<file path="src/rtl/pcs_pkg.sv">
// Shared 64b/66b PCS definitions used by the encoder, scrambler and TX gearbox.
package pcs_pkg;

   localparam int HEAD_W     = 2;
   localparam int BLOCK_W    = 66;
   localparam int GB_SEQ_MAX = 32;
   localparam int GB_SEQ_W   = 6;

   // Sync headers as they appear on the wire, bit 0 first.
   localparam logic [HEAD_W-1:0] SYNC_DATA = 2'b10;
   localparam logic [HEAD_W-1:0] SYNC_CTRL = 2'b01;

   typedef enum logic [1:0] {
      GB_HEAD  = 2'd0,
      GB_DATA  = 2'd1,
      GB_STALL = 2'd2
   } gb_phase_e;

   // Residue bits held in the gearbox for a given sequence position.
   function automatic logic [GB_SEQ_W-1:0] gb_fill(input logic [GB_SEQ_W-1:0] seq);
      return seq + GB_SEQ_W'(seq[0]);
   endfunction

endpackage

</file>
<file path="src/rtl/pcs_tx_gearbox.sv">
// 66b -> 32b TX gearbox: packs sync header + two payload words into a continuous
// 32-bit stream, stalling upstream for one cycle every 33 output words.
module pcs_tx_gearbox
   import pcs_pkg::*;
#(
   parameter int LEN = 32
) (
   input  logic                clk,
   input  logic                nreset,
   input  logic                valid_i,
   input  logic [HEAD_W-1:0]   head_i,
   input  logic [LEN-1:0]      data_i,
   output logic                ready_o,
   output logic                valid_o,
   output logic [LEN-1:0]      data_o
);

   logic [GB_SEQ_W-1:0] r_seq;
   logic [LEN-1:0]      r_buf;
   logic [LEN-1:0]      r_data;
   logic                r_valid;

   gb_phase_e           w_phase;
   logic [GB_SEQ_W-1:0] w_fill;
   logic [2*LEN-1:0]    w_word;
   logic [2*LEN-1:0]    w_stream;
   logic                w_accept;
   logic                w_advance;

   // The new word lands just above the residue; fill + 34 never exceeds 64 bits,
   // so a 64-bit stream holds everything and the upper half is the next residue.
   always_comb begin
      w_phase  = GB_DATA;
      w_fill   = gb_fill(r_seq);
      w_word   = '0;
      w_stream = '0;
      if (r_seq == GB_SEQ_W'(GB_SEQ_MAX)) begin
         w_phase = GB_STALL;
      end else if (!r_seq[0]) begin
         w_phase = GB_HEAD;
      end
      case (w_phase)
         GB_HEAD:  w_word = {{(LEN-HEAD_W){1'b0}}, data_i, head_i};
         GB_DATA:  w_word = {{LEN{1'b0}}, data_i};
         default:  w_word = '0;
      endcase
      w_stream = (w_word << w_fill) | {{LEN{1'b0}}, r_buf};
   end

   assign ready_o   = (r_seq != GB_SEQ_W'(GB_SEQ_MAX));
   assign w_accept  = valid_i & ready_o;
   assign w_advance = w_accept | (w_phase == GB_STALL);

   always_ff @(posedge clk) begin
      if (!nreset) begin
         r_seq   <= '0;
         r_buf   <= '0;
         r_data  <= '0;
         r_valid <= 1'b0;
      end else begin
         r_valid <= w_advance;
         if (w_advance) begin
            r_data <= w_stream[LEN-1:0];
            r_buf  <= w_stream[2*LEN-1:LEN];
            r_seq  <= (w_phase == GB_STALL) ? '0 : r_seq + 1'b1;
         end
      end
   end

   assign valid_o = r_valid;
   assign data_o  = r_data;

endmodule

</file>
<file path="config.mk">
export PLATFORM = sky130hd
export DESIGN_NAME = pcs_tx_gearbox
export DESIGN_NICKNAME = d
export VERILOG_FILES = /design/src/rtl/pcs_pkg.sv /design/src/rtl/pcs_tx_gearbox.sv
export SDC_FILE = /design/constraint.sdc
export NUM_CORES = 1
export LEC_CHECK = 0
export ABC_AREA = 1
export CAP_MARGIN = 20
export CORE_MARGIN = 10
export CORE_UTILIZATION = 30
export DETAILED_ROUTE_END_ITERATION = 8
export GPL_ROUTABILITY_DRIVEN = 0
export GPL_TIMING_DRIVEN = 0
export PLACE_DENSITY_LB_ADDON = 0.15
export REMOVE_ABC_BUFFERS = 1
export SETUP_SLACK_MARGIN = 0.15
export SYNTH_ARGS = -nofsm -noshare
export SYNTH_HDL_FRONTEND = slang
export SYNTH_SLANG_ARGS = --single-unit
</file>
<file path="constraint.sdc">
create_clock -name clk -period 7.6 [get_ports clk]
set_clock_uncertainty 0.15 [all_clocks]
set_input_delay 1.52 -clock clk [delete_from_list [all_inputs] [get_ports clk]]
set_output_delay 1.52 -clock clk [all_outputs]
set_load 0.03 [all_outputs]
</file>
# After elaboration in Yosys (flattened, before gate mapping)
# Index checks and enable logic that the tools add are counted.
[totals] elab_cells=19 ff_bits=71 in_bits=37 out_inout_bits=34
[classes] bitwise=3 mux=4 n_shift=1 n_reduce_logical=1 n_eq_ne=4 n_addsub=2
[op_table] op="$pmux 34 s2" count=1
[op_table] op="$or 64x32->64" count=1
[op_table] op="$shl 64x6->64" count=1
[op_table] op="$add 6x1->6" count=1
[op_table] op="$add 6x1->6 const B" count=1
[op_table] op="$eq 6x6->1 const B" count=1
[op_table] op="$mux 6" count=1
[op_table] op="$ne 6x6->1 const B" count=1
[op_table] op="$eq 2x1->1 const B" count=1
[op_table] op="$eq 2x2->1 const B" count=1
[op_table] op="$logic_not 2->1" count=1
[op_table] op="$mux 2" count=1
[op_table] op="$and 1x1->1" count=1
[op_table] op="$mux 1" count=1
[op_table] op="$or 1x1->1" count=1

# Longest topological paths before layout
# Gate-level depths: netlist of the first run.
[depth] word_depth=6 ltp_mapped=16 ltp_nobuf=13

# Worst setup path after synthesis of the first run
# No wires, ideal clock.
[synth_timing] path_type="register to output" start="register r_seq[0]" end="output ready_o" path_stages_with_launch=8 path_buffers=4 t_required_ns=5.930 setup_slack_ns=4.451 arrival_time_ns=1.479 cell_sequence="dfxtp_1 > buf_2 > clkinv_1 > clkbuf_1 > ha_1 > nand3_2 > buf_6 > buf_4"
[synth_between] elab_chain_len=1
[synth_rtl] item="start, declared" line="pcs_tx_gearbox.sv:18" source="logic [GB_SEQ_W-1:0] r_seq;"
[synth_rtl] item="start signal, assigned" line="pcs_tx_gearbox.sv:65" source="r_seq <= (w_phase == GB_STALL) ? '0 : r_seq + 1'b1;"
[synth_rtl] item="$ne 6x6->1" line="pcs_tx_gearbox.sv:50" source="assign ready_o = (r_seq != GB_SEQ_W'(GB_SEQ_MAX));"
[synth_rtl] item="end, declared" line="pcs_tx_gearbox.sv:13" source="output logic ready_o,"
# Every way passes these cells.

# Worst setup path after layout of the first run
# Ends and elaborated chain as after synthesis.

==> metrics.txt, run 1 <==
Max Slew Vio Count=0; synthesized area per cell=5.98 um^2; crit path max fanout=33; num rows=48; min-delay worst type=flip-flop to flip-flop; CP Cell Sequence=buf_16 -> clkinv_1 -> buf_12 -> ha_1 -> nand3_2 -> clkdlybuf4s50_1; setup violators final=0; met2 wire len=9.26 mm; final net count=944; final instance area=0.00648 mm^2; crit path time final=4650 ps; hpwl dp=13.5 mm; Yosys Warn Count=0; pre-CTS WS=1610 ps; Worst Setup End Kind=primary output; vias in the first global route=5691; Setup CP Type=flip-flop to primary output; first-pass GRT wire length=31.6 mm; # IOs=71; worst setup path startpoint=r_seq[0]$_SDFFE_PN0P_; Placed Cells=1117; mapped cell area=0.00529 mm^2; sequential area share after synthesis=0.269; layout cells sized above 1=0.0441; die height=153 um; largest net degree at the start of global routing=94; kind of cell adding the most delay to the critical path=buffers and inverters; routed length on met3=1.07 mm; # Max-Cap Violations=0; Crit path largest cell delay=760 ps; Total GRT Usage=0.165; Num Clock Sinks=71; total number of H-tree levels=3; CTS Buf Count=9; PostCTS Resize Cnt=0; Final Cycle Share=0.612; flop-to-flop setup slack=3110 ps; I/O Buffers=70; GRT Residual Overflow=0; root buf cell=clkbuf_16; wire length on met1=9.15 mm; worst hold slack=316 ps; R2R Path Start=r_seq[0]$_SDFFE_PN0P_; CP arrival=2980 ps; clk_lat worst skew=350 ps; wire per inst=17.5 um; DR vias=6114; Clock transition at path regs=50 ps; Post-CTS Setup Inserts=0; clock buffer depth=2; post-synth cell types=29; final std cells w/o fill=1132; Initial Utilization=0.306; highest clock rate=0.215 GHz; area delta synth->final=22.6%; initial antenna violation count=0; Synth Register Bits=71; sum of negative setup slack=0 ps; total power=1.21 mW; area post-placement=0.00616 mm^2; CP required=5930 ps; core box area=0.0173 mm^2; Least-Margin Pin Slew=1010 ps; Final ANT Viol Nets=0; Worst setup SP type=flip-flop; Peak supply drop=0.108 mV; Highest Signal Layer=met4; final hold violations=0; final core occ=0.375; Pleak=2.81 nW; first-pass iteration count of the detailed router=6; fillers=1953; Bufs and invs on worst path=4; DRT iter0 DRCs=585; Post-CTS Hold Buffers=0; run status=finished clean; CP max stage cell=clkdlybuf4s50_1; Critical R2R Capture=r_buf[27]$_SDFFE_PN0P_; TritonCTS clock tree=built; Worst Setup EP=ready_o; Vias/cell=5.40; DRT Wirelength=19.8 mm; Reg2Reg Depth=12; synthesized instance count=884; unrepaired setup endpoints after global routing=false; die area=0.0233 mm^2; Setup WS post-layout=2950 ps; diodes inserted=0; Levels on crit path=6; Slew headroom=0.322; die width=153 um; pwr dens=187 mW/mm^2; post-route DRC violation count=0
-- flip-flops by register name, indices dropped and copies added, names as in the netlist --
name	flops
data_o	32
valid_o	1
r_buf	32
r_seq	6
-- Yosys cell counts --
| library cell | instances | share of area |
|---|---|---|
| nand3b_2 | 1 | 0.0021 |
| nor3_1 | 4 | 0.0038 |
| clkinv_1 | 2 | 0.0014 |
| buf_4 | 6 | 0.0085 |
| clkbuf_1 | 45 | 0.032 |
| nand3_2 | 1 | 0.0019 |
| inv_1 | 40 | 0.028 |
| nand2_1 | 129 | 0.092 |
| buf_1 | 5 | 0.0035 |
| nor2_8 | 1 | 0.0038 |
| inv_2 | 6 | 0.0043 |
| xor2_2 | 1 | 0.0031 |
| buf_2 | 12 | 0.011 |
| xor2_1 | 1 | 0.0017 |
| buf_6 | 1 | 0.0021 |
| and2_1 | 2 | 0.0024 |
| a211oi_1 | 1 | 0.0014 |
| nor2_1 | 66 | 0.047 |
| xor2_4 | 2 | 0.010 |
| nand2_2 | 1 | 0.0012 |
| nand3_1 | 326 | 0.31 |
| dfxtp_1 | 71 | 0.27 |
| o21ai_1 | 11 | 0.010 |
| o21bai_1 | 10 | 0.014 |
| a21oi_1 | 55 | 0.052 |
| inv_4 | 1 | 0.0012 |
| nand4_1 | 8 | 0.0095 |
| ha_1 | 2 | 0.0047 |
| o21ai_0 | 73 | 0.069 |
-- cell type report --
type,count,area (um^2),area share
clock buffers,12,267,0.0411
multi-input cells,695,3410,0.527
flip-flops and latches,71,1420,0.219
well taps,225,282,0.0434
repair buffers,79,905,0.140
clock inverters,1,5.00,0.000772
inverters,49,189,0.0291
-- layout by cell type, fill, tap and decap left out, types with 2 or more instances in the layout --
master | netlist | routed
xor2_4 | 2 | 4
clkbuf_8 | 0 | 3
inv_2 | 6 | 6
o21bai_1 | 10 | 10
nand3_1 | 326 | 326
and2_1 | 2 | 2
clkinv_1 | 2 | 2
dfxtp_1 | 71 | 71
buf_12 | 0 | 3
inv_4 | 1 | 2
nor3_1 | 4 | 4
nand2_1 | 129 | 129
o21ai_0 | 73 | 73
inv_1 | 40 | 39
clkbuf_16 | 0 | 9
buf_16 | 0 | 5
o21ai_1 | 11 | 11
nand4_1 | 8 | 8
a21oi_1 | 55 | 55
clkdlybuf4s50_1 | 0 | 69
nor2_1 | 66 | 65
ha_1 | 2 | 2
-- worst min path at each step --
stage | slack (ps) | startpoint | depth (start not counted) | endpoint
floorplan | 320 | r_seq[1]$_SDFFE_PN0P_ | 2 | r_seq[1]$_SDFFE_PN0P_
global placement | 300 | data_o[1]$_SDFFE_PN0P_ | 2 | data_o[1]$_SDFFE_PN0P_
detailed placement | 310 | data_o[2]$_SDFFE_PN0P_ | 2 | data_o[2]$_SDFFE_PN0P_
CTS | 320 | data_o[2]$_SDFFE_PN0P_ | 2 | data_o[2]$_SDFFE_PN0P_
global route | 340 | data_o[6]$_SDFFE_PN0P_ | 2 | data_o[6]$_SDFFE_PN0P_
finish | 320 | data_o[2]$_SDFFE_PN0P_ | 2 | data_o[2]$_SDFFE_PN0P_
-- per-layer routing --
layer	vias up	global-route usage
met1	2809	0.216
met2	178	0.266
met3	26	0.0364
li1	3101	-
met4	0	0.0454
met5	-	0
-- power breakdown --
| part | total [mW] | switching (mW) | internal [mW] | leakage [nW] |
|---|---|---|---|---|
| clock | 0.404 | 0.162 | 0.242 | 0.136 |
| sequential | 0.414 | 0.0141 | 0.400 | 0.587 |
| combinational | 0.392 | 0.249 | 0.143 | 2.09 |
-- worst reg2reg max path: stages (launching register included) --
cell,delay [ps]
dfxtp_1,720
buf_16,240
clkinv_1,160
buf_12,210
ha_1,640
clkinv_1,970
nor3_1,700
inv_1,110
nand2_1,100
nand3_1,90
o21ai_1,160
inv_1,50
a21oi_1,120
-- kinds of logic after synthesis --
| group | share of synthesized area |
|---|---|
| adders and majority gates | 0.00473 |
| buffers and inverters | 0.0927 |
| and+or+nand+nor | 0.471 |
| DFF | 0.269 |
| AOI/OAI and AO/OA | 0.147 |
| xor gates and xnor gates | 0.0151 |
No activity file was read; power rests on OpenSTA's default activity.
==> run 2: changes to the inputs <==
==> constraint.sdc (replaced) <==
create_clock -name clk -period 3.7 [get_ports clk]
set_clock_uncertainty 0.15 [all_clocks]
set_input_delay 0.74 -clock clk [delete_from_list [all_inputs] [get_ports clk]]
set_output_delay 0.74 -clock clk [all_outputs]
set_load 0.03 [all_outputs]
==> run 2 against run 1 <==
Net effect: die area did not move; largest power group unchanged; worst setup slack got worse by 2500 ps; via count rose by 0.47%; register-to-register slack got worse by 2700 ps; core utilization rose by 0.17 points; non-clock buffer count rose by 4; design area rose by 0.46%; sequential share of layout area fell by 0.082 points; critical path type unchanged; clock-buffer cell count did not move; total power rose by 110%; hold slack barely moved; combinational power rose by 110%.
==> metrics.txt, run 2 (synthesized netlist as in run 1, its figures left out) <==
unrepaired setup endpoints after global routing=false; Hold Path Stages=2 (unchanged); min-delay worst type=flip-flop to flip-flop; # Max-Cap Violations=0 (unchanged); clock buffer depth=2 (unchanged); CP Cell Sequence=buf_16 -> clkinv_4 -> ha_4 -> nand3_2 -> dlygate4sd2_1; Worst Setup EP=ready_o; CP required=2810 ps (-3120 ps); Worst setup SP type=flip-flop; highest clock rate=0.303 GHz; area delta synth->final=23.1%; Pleak=2.82 nW (+0.35%); crit path max fanout=34 (+3.0%); vias in the first global route=5723 (+0.56%); root buf cell=clkbuf_16; Final Cycle Share=0.892; CTS Buf Count=9 (unchanged); Critical R2R Capture=r_buf[27]$_SDFFE_PN0P_; sum of negative setup slack=0 ps (unchanged); GR Layer Usage met3=0.0364 (unchanged); met1 GRT Util=0.216 (about the same); Levels on crit path=5 (-1); hpwl dp=13.5 mm (unchanged); total number of H-tree levels=3 (unchanged); pre-CTS WS=-2290 ps (-3900 ps); final std cells w/o fill=1136 (+0.35%); total power=2.49 mW (+110%); flop-to-flop setup slack=460 ps (-2650 ps); Initial Utilization=0.306 (unchanged); initial antenna violation count=0 (unchanged); worst setup path startpoint=r_seq[0]$_SDFFE_PN0P_; DR vias=6143 (+0.47%); Clock transition at path regs=60 ps (about the same); pwr dens=382 mW/mm^2 (+100%); area post-placement=0.00616 mm^2 (unchanged); Slew headroom=0.387 (+0.0648); R2R Path Start=r_seq[0]$_SDFFE_PN0P_; die width=153 um (unchanged); die height=153 um (unchanged); Least-Margin Pin Slew=919 ps (-92.4 ps); GRT Residual Overflow=0 (unchanged); Vias/cell=5.41 (+0.12%); largest net degree at the start of global routing=94 (unchanged); first-pass GRT wire length=31.9 mm (+0.76%); wire per inst=17.8 um (+1.8%); Worst Setup End Kind=primary output; Crit path largest cell delay=540 ps (-220 ps); Setup WS post-layout=399 ps (-2550 ps); fillers=1946 (-0.36%); layout cells sized above 1=0.0527 (+0.00859); final net count=948 (+0.42%); crit path time final=3300 ps; worst hold slack=316 ps (+0.230 ps); post-route DRC violation count=0 (unchanged); Peak supply drop=0.221 mV (+110%); M2 GR Usage=0.271 (+0.00413); die area=0.0233 mm^2 (unchanged); final hold violations=0 (unchanged); Placed Cells=1117 (unchanged); final core occ=0.377 (+0.00174); Setup CP Type=flip-flop to primary output; Bufs and invs on worst path=3 (-1); kind of cell adding the most delay to the critical path=buffers and inverters; clk_lat worst skew=350 ps (about the same); setup violators final=0 (unchanged); Final ANT Viol Nets=0 (unchanged); run status=finished clean; diodes inserted=0 (unchanged); most frequent cells in the layout=nand3_1, nand2_1, o21ai_0; Num Clock Sinks=71 (unchanged); Total GRT Usage=0.167 (+0.00175); commonest non-fill, non-tap cell in the layout=nand3_1; Most Crowded Layer GR=met2; num rows=48 (unchanged); final instance area=0.00651 mm^2 (+0.46%); CP max stage cell=dfxtp_2; DRT iter0 DRCs=558 (-4.6%); core box area=0.0173 mm^2 (unchanged); DRT Wirelength=20.2 mm (+2.2%); Reg2Reg Depth=13 (+1); TritonCTS clock tree=built; first-pass iteration count of the detailed router=5 (-1); I/O Buffers=70 (unchanged); Post-CTS Hold Buffers=0 (unchanged); Max Slew Vio Count=0 (unchanged); # IOs=71 (unchanged); CP arrival=2410 ps (-570 ps)
-- run 2: per-layer routing --
metal | wire (um) | share of wire | vias to the layer above
met5 | 0 | 0 | -
met4 | 378 | 0.019 | 0
met3 | 1030 | 0.051 | 23
met2 | 9490 | 0.47 | 160
met1 | 9350 | 0.46 | 2851
li1 | - | - | 3109
-- run 2: final cells by class --
type,count,area (um^2),area share
clock buffer,12,267,0.0409
tap,225,282,0.0432
multi-input combinational,695,3430,0.526
clock inverter,1,5.00,0.000768
timing repair buffer,83,908,0.139
inverter,49,201,0.0309
sequential,71,1420,0.218
-- run 2: how the worst min path moves through the flow --
stage | to | from
final | data_o[2]$_SDFFE_PN0P_ | data_o[2]$_SDFFE_PN0P_
after global routing | data_o[6]$_SDFFE_PN0P_ | data_o[6]$_SDFFE_PN0P_
after CTS | data_o[2]$_SDFFE_PN0P_ | data_o[2]$_SDFFE_PN0P_
after detailed placement | data_o[2]$_SDFFE_PN0P_ | data_o[2]$_SDFFE_PN0P_
after global placement | data_o[1]$_SDFFE_PN0P_ | data_o[1]$_SDFFE_PN0P_
after floorplan | r_seq[1]$_SDFFE_PN0P_ | r_seq[1]$_SDFFE_PN0P_
-- run 2: power breakdown --
part           total (mW)  internal [mW]  switching, mW
Sequential          0.851          0.822         0.0289
Clock               0.832          0.496          0.336
Combinational       0.807          0.292          0.515
Total                2.49           1.61          0.880
-- run 2: repair_timing --
| action | in CTS | in global routing |
|---|---|---|
| pin swaps | 1 | 2 |
| setup endpoints to repair | 72 | 65 |
| cloned | 0 | 0 |
| setup buffers | 4 | 2 |
| gates resized for setup | 8 | 1 |
-- run 2: worst min-delay path, cell delays in order (launching register included) --
cell and delay, ps:
dfxtp_1 310, nand2_1 60, a21oi_1 50
